--- src/rtl/mem_port_arbiter.sv ---
// mem_port_arbiter: shares one single-port synchronous memory between an
// instruction-fetch port and a data port. Each access is issued with a
// one-cycle m_en pulse, waits a fixed MEM_LATENCY, then pulses the winner's ack
// for one cycle with the captured read data.
//
// Build option: `define ARB_FIXED_PRIO_EN makes the data port win every tie.
// Left undefined, ties alternate round-robin against the last grant.
module mem_port_arbiter #(
    parameter int MEM_LATENCY = 1,
    parameter int ADDR_W      = 32
) (
    input  logic              clk,
    input  logic              rst,
    input  logic              i_req,
    input  logic [ADDR_W-1:0] i_addr,
    output logic              i_ack,
    output logic [31:0]       i_rdata,
    input  logic              d_req,
    input  logic [ADDR_W-1:0] d_addr,
    input  logic [3:0]        d_we,
    input  logic [31:0]       d_wdata,
    output logic              d_ack,
    output logic [31:0]       d_rdata,
    output logic              m_en,
    output logic [ADDR_W-1:0] m_addr,
    output logic [3:0]        m_we,
    output logic [31:0]       m_wdata,
    input  logic [31:0]       m_rdata
);

    typedef enum logic [1:0] {
        IDLE   = 2'd0,
        ACCESS = 2'd1,
        RESP   = 2'd2
    } state_t;

    localparam logic [3:0]        LAT        = 4'(MEM_LATENCY);
    localparam logic [ADDR_W-1:0] ALIGN_MASK = ~ADDR_W'(3);

    state_t            r_state;
    state_t            w_next;
    logic [3:0]        r_cnt;
    logic              r_last_d;   // 1: last grant went to the data port
    logic              r_win_d;    // winner of the access in flight
    logic              r_is_wr;    // access in flight is a data-port write
    logic              w_grant_d;
    logic              w_issue;
    logic              w_done;
    logic [ADDR_W-1:0] w_addr;

    // Winner selection; a lone request always wins, only ties use the policy.
`ifdef ARB_FIXED_PRIO_EN
    assign w_grant_d = d_req;
`else
    assign w_grant_d = d_req & (~i_req | ~r_last_d);
`endif

    assign w_issue = (r_state == IDLE) & (i_req | d_req);
    assign w_done  = (r_state == ACCESS) & (r_cnt == 4'd0);
    assign w_addr  = w_grant_d ? d_addr : i_addr;

    // State register
    always_ff @(posedge clk or posedge rst) begin
        if (rst) r_state <= IDLE;
        else     r_state <= w_next;
    end

    // Next-state: IDLE -> ACCESS on any request, ACCESS -> RESP when the
    // latency count expires, RESP always returns to IDLE (no issue in RESP).
    always_comb begin
        w_next = r_state;
        case (r_state)
            IDLE:    if (w_issue) w_next = ACCESS;
            ACCESS:  if (w_done)  w_next = RESP;
            RESP:    w_next = IDLE;
            default: w_next = IDLE;
        endcase
    end

    // Datapath: issue, latency count, read capture and ack pulses
    always_ff @(posedge clk or posedge rst) begin
        if (rst) begin
            r_cnt    <= 4'd0;
            r_last_d <= 1'b1;
            r_win_d  <= 1'b0;
            r_is_wr  <= 1'b0;
            m_en     <= 1'b0;
            m_addr   <= '0;
            m_we     <= 4'd0;
            m_wdata  <= 32'd0;
            i_ack    <= 1'b0;
            d_ack    <= 1'b0;
            i_rdata  <= 32'd0;
            d_rdata  <= 32'd0;
        end else begin
            // m_en/m_we and the acks are single-cycle pulses
            m_en  <= 1'b0;
            m_we  <= 4'd0;
            i_ack <= 1'b0;
            d_ack <= 1'b0;
            if (w_issue) begin
                m_en     <= 1'b1;
                m_addr   <= w_addr & ALIGN_MASK;
                m_we     <= w_grant_d ? d_we : 4'd0;
                m_wdata  <= w_grant_d ? d_wdata : 32'd0;
                r_cnt    <= LAT;
                r_last_d <= w_grant_d;
                r_win_d  <= w_grant_d;
                r_is_wr  <= w_grant_d & (|d_we);
            end
            if (r_state == ACCESS) begin
                if (r_cnt == 4'd0) begin
                    if (r_win_d) begin
                        d_ack <= 1'b1;
                        // a store completes without disturbing the last load
                        if (!r_is_wr) d_rdata <= m_rdata;
                    end else begin
                        i_ack   <= 1'b1;
                        i_rdata <= m_rdata;
                    end
                end else begin
                    r_cnt <= r_cnt - 4'd1;
                end
            end
        end
    end

endmodule

--- config.mk ---
export PLATFORM = sky130hd
export DESIGN_NAME = mem_port_arbiter
export DESIGN_NICKNAME = d
export VERILOG_FILES = /design/src/rtl/mem_port_arbiter.sv
export SDC_FILE = /design/constraint.sdc
export NUM_CORES = 1
export LEC_CHECK = 0
export ABC_AREA = 1
export BUFFER_PORTS_ARGS = -buffer_cell sky130_fd_sc_hd__buf_2
export CAP_MARGIN = 20
export CORE_MARGIN = 4
export CORE_UTILIZATION = 47
export DETAILED_ROUTE_END_ITERATION = 12
export GPL_ROUTABILITY_DRIVEN = 0
export PLACE_DENSITY_LB_ADDON = 0.05
export SLEW_MARGIN = 20
export SYNTH_ARGS = -nofsm -noshare
export SYNTH_HDL_FRONTEND = slang
export SYNTH_SLANG_ARGS = --single-unit
--- constraint.sdc ---
create_clock -name clk -period 5.9 [get_ports clk]
set_input_delay 0.59 -clock clk [delete_from_list [all_inputs] [get_ports clk]]
set_output_delay 0.59 -clock clk [all_outputs]
set_load 0.02 [all_outputs]
==> results of run 1 <==
layer usage:
layer	global-route usage [%]	up-vias	part of all wire, %
met1	27.1	2596	41
met2	35.5	181	49
li1	-	2741	-
met3	8.87	17	8.8
met4	7.28	2	1.3
met5	0	-	0.042
worst reg2reg max path, cell delays in order (launching register included):
cell and delay [ps]:
dfrtp_1 370, inv_1 120, ha_1 230, nand2_1 110, nor2_4 80, buf_4 510, nand3_2 730, nand2_1 270
nand2_1 80
stage by stage:
step / setup slack [ps] / instance area (um^2) / instances / utilization [%] / hold slack (ps)
after detailed placement: 3170 / 7380 / 1120 / 58.5 / 454
after floorplan: 1500 / 6060 / 723 / - / 444
final: 3290 / 8020 / 1152 / 63.5 / 314
after global placement: 3260 / 7380 / 1120 / 58.5 / 449
after global routing: 3030 / 8010 / 1151 / 63.5 / 353
after CTS: 3130 / 8010 / 1151 / 63.4 / 340
worst max path at each step:
stage                   from          end  slack, ps  cells past startpoint
finish              r_cnt[0]  d_rdata[28]       3290                      8
global route        r_cnt[0]  d_rdata[28]       3030                      8
CTS                 r_cnt[0]  i_rdata[17]       3130                      8
detailed placement  r_cnt[0]  i_rdata[27]       3170                      8
global placement    r_cnt[0]  i_rdata[28]       3260                      8
floorplan                rst        d_ack       1500                      1
flip-flops by register name (all words and copies together) (netlist names):
| register | cells |
|---|---|
| i_rdata | 32 |
| d_ack | 1 |
| i_ack | 1 |
| r_win_d | 1 |
| r_last_d | 1 |
| r_cnt | 4 |
| m_we | 4 |
| m_addr | 30 |
| m_en | 1 |
| r_is_wr | 1 |
| m_wdata | 32 |
| d_rdata | 32 |
| r_state | 2 |
logic make-up after synthesis:
group / count (synthesis)
buffers and inverters: 88
AOI/OAI and AO/OA: 33
and+or+nand+nor: 456
adders and majority gates: 1
xor gates and xnor gates: 1
other: 1
DFF: 142
cell type report:
class	instances	area [um^2]
clock buffer	19	453
sequential	142	3550
multi-input combinational	493	2100
inverter	45	174
clock inverter	12	168
timing repair buffer	268	1350
tap	172	215
fill	1178	4600
antenna	1	2.50
where the power goes:
group	internal (mW)	total (mW)	switching [mW]
Sequential	1.44	1.68	0.239
Combinational	0.638	2.15	1.51
Clock	0.723	1.12	0.394
cell usage in the layout, fill, tap and decap left out, drive strengths merged:
master and instances:
ha 1, clkbuf 19, nand3 39, nand4 32, clkinv 5, xnor2 1, clkinvlp 3, nor2 44
o21ai 33, conb 2, nor3 1, dfstp 1, dfrtp 141, diode 1, buf 268, nand2 340
inv 45, bufinv 4
==> flow_metrics.env, run 1 <==
export IMPL_cp_start_kind="flip-flop"
export IMPL_rows=41
export IMPL_synth_area_leaders="dfrtp_1 58%, nand2_1 21%, nand4_1 3.3%"
export IMPL_synth_seq_cells=142
export IMPL_groute_usage_overall_pct=22.0
export IMPL_avgRoutedWirePerCell_um=14.4
export IMPL_synth_flop_type="dfrtp_1"
export IMPL_route_antenna_remaining_nets=0
export IMPL_cp_max_fo=66
export IMPL_first_pass_grt_wire_length_um=25700
export IMPL_worst_ep_required_time_ps=6190
export IMPL_buffer_ports_inserted=264
export IMPL_post_synth_top_count_cell="nand2_1"
export IMPL_power_leakage_nw=4.66
export IMPL_rsz_0062_raised_after_global_routing="false"
export IMPL_layout_min_cycle_time_ps=2610
export IMPL_synth_compound_area_share_pct=2.91
export IMPL_final_hold_violation_count=0
export IMPL_dp_hpwl_um=11500
export IMPL_design_portCount=271
export IMPL_cts_tree="yes"
export IMPL_finalWirelength_um=16500
export IMPL_cts_repair_resize_count=0
export IMPL_die_h_um=122
export IMPL_start_util_pct=48.0
export IMPL_synth_xor_area_share_pct=0.145
export IMPL_cts_setup_buffers=0
export IMPL_cp_arrival_ps=2890
export IMPL_path_common_cell="nand2_1"
export IMPL_timing_critical_path_to_type="flip-flop"
export IMPL_yosys_area_share_adder_pct=0.206
export IMPL_vdd_ir_drop_worst_mv=0.253
export IMPL_worst_slew_pin_slew_ps=809
export IMPL_core_outline_area_mm2=0.0126
export IMPL_layout_drive_gt1_share_pct=32.1
export IMPL_r2r_end="d_rdata[28]"
export IMPL_die_w_um=122
export IMPL_grt_max_degree=86
export IMPL_cts_hold_fix_buffers=0
export IMPL_powerDensity_mw_per_mm2=617
export IMPL_maximum_achievable_frequency_mhz=384
export IMPL_number_of_global_route_vias_before_repair=5204
export IMPL_number_of_antenna_violations_at_the_first_check_in_global_routing=1
export IMPL_clk_root_buffer_cell="clkbuf_16"
export IMPL_status="finished, final reports clean"
export IMPL_worst_path_buf_inv=2
export IMPL_timing_critical_path_cells="inv_1, ha_1, nand2_1, nor2_4, buf_4, nand3_2, nand2_1, nand2_1"
export IMPL_detailroute_via_count=5537
export IMPL_post_synth_instance_area_mm2=0.00606
export IMPL_total_power_mw=4.95
export IMPL_post_synth_mux_area_share_pct=0
export IMPL_synth_warnings=0
export IMPL_cell_with_the_largest_stage_delay_on_the_worst_path="nand3_2"
export IMPL_slowest_delay_ps=720
export IMPL_synth_simple_gate_area_share_pct=31.0
export IMPL_tritoncts_num_buffers=17
export IMPL_seq_area_frac_synth_pct=58.6
export IMPL_report_final_slew_viol_count=0
export IMPL_synth_commonest_cells="338 x nand2_1, 141 x dfrtp_1, 42 x inv_1"
export IMPL_detail_route_drc_violations=0
export IMPL_finish_net_count=1104
export IMPL_clkLatencyLatePin_ps=410
export IMPL_netlist_area_leader_share_pct=58.2
export IMPL_fin_crit_sh_pct=44.2
export IMPL_yosysTopAreaCell="dfrtp_1"
export IMPL_syn_area_per_cell_um2=8.39
export IMPL_setup_viols_final=0
export IMPL_cts_root_to_sink_buffers=2
export IMPL_path_clk_slew_ps=60
export IMPL_detailedRoute_firstIterationViolations=451
export IMPL_clkSinkCount=142
export IMPL_crit_reg2reg_launch="r_cnt[0]"
export IMPL_routed_via_density=4.81
export IMPL_postSynth_asyncResetShare_pct=100
export IMPL_clock_skew_ps=8.17
export IMPL_cts_htree_levels=4
export IMPL_grt_remaining_overflow=0
export IMPL_r2r_setup_slack_ps=3290
export IMPL_setup_tns_final_ps=0
export IMPL_ff2ff_path_depth=8
export IMPL_slew_limit_headroom_pct=45.9
export IMPL_count_of_flip_flops_with_a_built_in_enable_after_synthesis=0
export IMPL_synth_top_family_by_area="simple AND/OR/NAND/NOR gates"
export IMPL_category_of_the_most_critical_setup_path="reg2reg"
export IMPL_drt_pre_antenna_iters=4
export IMPL_area_growth_synth_to_final_pct=32.2
export IMPL_die_area_mm2=0.0148
export IMPL_synth_cell_type_count=23
export IMPL_synthesis_instances=722
export IMPL_max_cap_violations=0
export IMPL_hold_class="in2async"
export IMPL_cpLargestDelayFamily="simple AND/OR/NAND/NOR gates"
Note: power is estimated with default switching activity, not from simulation.
==> run 2, diff against run 1 <==
Settings changed: ABC_AREA 1 to 0, CORE_UTILIZATION 47 to 42.
Clock period 5.9 ns to 2.1 ns, I/O delays scaled along.
==> flow_metrics.env, run 2 <==
export IMPL_cts_setup_buffers=0
export IMPL_grt_remaining_overflow=0
export IMPL_count_of_flip_flops_with_a_built_in_enable_after_synthesis=0
export IMPL_worst_slew_pin_slew_ps=1040
export IMPL_report_final_slew_viol_count=0
export IMPL_cts_tree="yes"
export IMPL_layout_commonest_cell="buf_2"
export IMPL_synth_area_leaders="dfrtp_1 62%, mux2_4 7.6%, mux2_2 6.9%"
export IMPL_layout_drive_gt1_share_pct=54.7
export IMPL_slew_limit_headroom_pct=30.3
export IMPL_placedCellCount=830
export IMPL_post_synth_top_count_cell="dfrtp_1"
export IMPL_synth_warnings=0
export IMPL_drt_pre_antenna_iters=5
export IMPL_detailroute_via_count=4375
export IMPL_clkSinkCount=142
export IMPL_stdcell_count=879
export IMPL_met2_grt_util_pct=30.1
export IMPL_start_util_pct=43.1
export IMPL_fin_crit_sh_pct=96.1
export IMPL_number_of_global_route_vias_before_repair=4593
export IMPL_layout_cells_most_common_list="264 x buf_2, 141 x dfrtp_1, 61 x a21oi_1"
export IMPL_powerDensity_mw_per_mm2=1720
export IMPL_final_hold_violation_count=0
export IMPL_clkLatencyLatePin_ps=420
export IMPL_die_h_um=125
export IMPL_gr_usage_met3_pct=5.49
export IMPL_die_w_um=125
export IMPL_gr_max_usage_layer="met2"
export IMPL_power_leakage_nw=4.15
export IMPL_synth_cell_type_count=38
export IMPL_category_of_the_most_critical_setup_path="reg2reg"
export IMPL_die_area_mm2=0.0156
export IMPL_finalWirelength_um=14900
export IMPL_detail_route_drc_violations=0
export IMPL_path_clk_slew_ps=60
export IMPL_synthesis_instances=403
export IMPL_tritoncts_num_buffers=17
export IMPL_hold_class="in2reg"
export IMPL_placed_cell_area_mm2=0.00727
export IMPL_layout_min_cycle_time_ps=2020
export IMPL_clock_skew_ps=8.24
export IMPL_cts_root_to_sink_buffers=2
export IMPL_worst_ep_required_time_ps=2400
export IMPL_cts_htree_levels=4
export IMPL_routed_via_density=4.98
export IMPL_rsz_0062_raised_after_global_routing="false"
export IMPL_avgRoutedWirePerCell_um=16.9
export IMPL_route_antenna_remaining_nets=0
export IMPL_status="finished, final reports clean"
export IMPL_area_growth_synth_to_final_pct=40.1
export IMPL_grt_max_degree=76
export IMPL_setup_viols_final=0
export IMPL_first_pass_grt_wire_length_um=23500
export IMPL_finalInstanceArea_mm2=0.00803
export IMPL_vdd_ir_drop_worst_mv=0.687
export IMPL_core_outline_area_mm2=0.0133
export IMPL_groute_usage_overall_pct=19.0
export IMPL_netlist_area_leader_share_pct=61.6
export IMPL_post_synth_instance_area_mm2=0.00573
export IMPL_timing_critical_path_to_type="flip-flop"
export IMPL_gr_usage_met1_pct=23.8
export IMPL_number_of_antenna_violations_at_the_first_check_in_global_routing=1
export IMPL_seq_area_frac_synth_pct=62.1
export IMPL_yosysTopAreaCell="dfrtp_1"
export IMPL_synth_seq_cells=142
export IMPL_clk_root_buffer_cell="clkbuf_16"
export IMPL_synth_flop_type="dfrtp_1"
export IMPL_detailedRoute_firstIterationViolations=245
export IMPL_cp_arrival_ps=2320
export IMPL_design_portCount=271
export IMPL_syn_area_per_cell_um2=14.2
export IMPL_maximum_achievable_frequency_mhz=495
export IMPL_finish_net_count=827
export IMPL_share_of_the_core_filled_with_cells_in_the_final_layout_pct=60.4
export IMPL_dp_hpwl_um=10500
export IMPL_max_cap_violations=0
export IMPL_cp_start_kind="flip-flop"
export IMPL_postSynth_asyncResetShare_pct=100
export IMPL_buffer_ports_inserted=264
export IMPL_rows=42
export IMPL_cp_max_fo=17
export IMPL_synth_commonest_cells="141 x dfrtp_1, 61 x a21oi_1, 35 x mux2_2"
export IMPL_reg_top3="d_rdata: 32 flops, i_rdata: 32 flops, m_wdata: 32 flops"
-- run 2: cell types whose count changed after synthesis, sizes merged, moves of 39 or more --
cell,delta
nand2,-336
inv,-40
mux2,+64
a21oi,+61
nand3,-39
nor2,-40
-- run 2: cells by family after synthesis --
| group | Yosys count | synth area share, % |
|---|---|---|
| and+or+nand+nor | 25 | 2.62 |
| other | 1 | 0.0655 |
| buffers and inverters | 35 | 3.52 |
| AOI/OAI and AO/OA | 104 | 11.6 |
| muxes | 95 | 19.9 |
| DFF | 142 | 62.1 |
| adders and majority gates | 1 | 0.218 |
-- run 2: path summary, 6_finish.rpt --
kind / start / endpoint / slack (ps) / cells after the start
setup / recovery: r_cnt[0] / i_rdata[1] / 80 / 6
hold reg to reg: m_wdata[27] / m_wdata[27] / 500 / 1
min in group asynchronous: rst / d_rdata[24] / 370 / 3
setup reg to reg: r_cnt[0] / i_rdata[1] / 80 / 6
max in group asynchronous: rst / r_last_d / 970 / 4
hold / removal: d_wdata[12] / m_wdata[12] / 10 / 2
-- run 2: where the power goes --
part,total (mW),internal [mW],switching [mW]
Sequential,4.82,4.11,0.714
Combinational,6.13,2.60,3.52
Clock,2.89,1.76,1.12
Total,13.8,8.47,5.36
-- run 2: worst max-delay path: stages, from the launching register on --
cell and delay (ps):
dfrtp_1 370, inv_1 60, ha_1 160, or3b_4 390
or3_4 420, buf_12 190, mux2_4 310
-- run 2: per-stage QoR --
stage	total power, mW	setup slack [ps]	hold slack, ps	TNS [ps]
after floorplan	8.85	33.4	339	0
after global placement	10.8	20.5	262	0
after detailed placement	11.0	-33.4	269	-655
after CTS	14.0	68.0	0.477	0
after global routing	14.6	18.1	2.79	0
final	13.8	81.1	13.7	0
-- run 2: layer usage --
layer	part of all wire, %	up-vias	wire length (um)
met1	43	2138	6420
met4	2.3	0	346
met3	6.4	27	954
li1	-	2020	-
met5	0	-	0
met2	48	190	7150
-- run 2: final cells by class --
cell class / count / area (um^2)
Multi-Input combinational cell: 227 / 1990
Fill cell: 1098 / 5270
Timing Repair Buffer: 297 / 1670
Tap cell: 176 / 220
Antenna cell: 1 / 2.50
Sequential cell: 142 / 3550
Inverter: 5 / 22.5
Clock inverter: 11 / 119
Clock buffer: 20 / 447
-- run 2: timing repair --
| action | in CTS | in global routing |
|---|---|---|
| endpoints found under the hold margin | 33 | 0 |
| hold buffers | 16 | 0 |
| setup endpoints to repair | 31 | 0 |
| gates resized for setup | 2 | 0 |
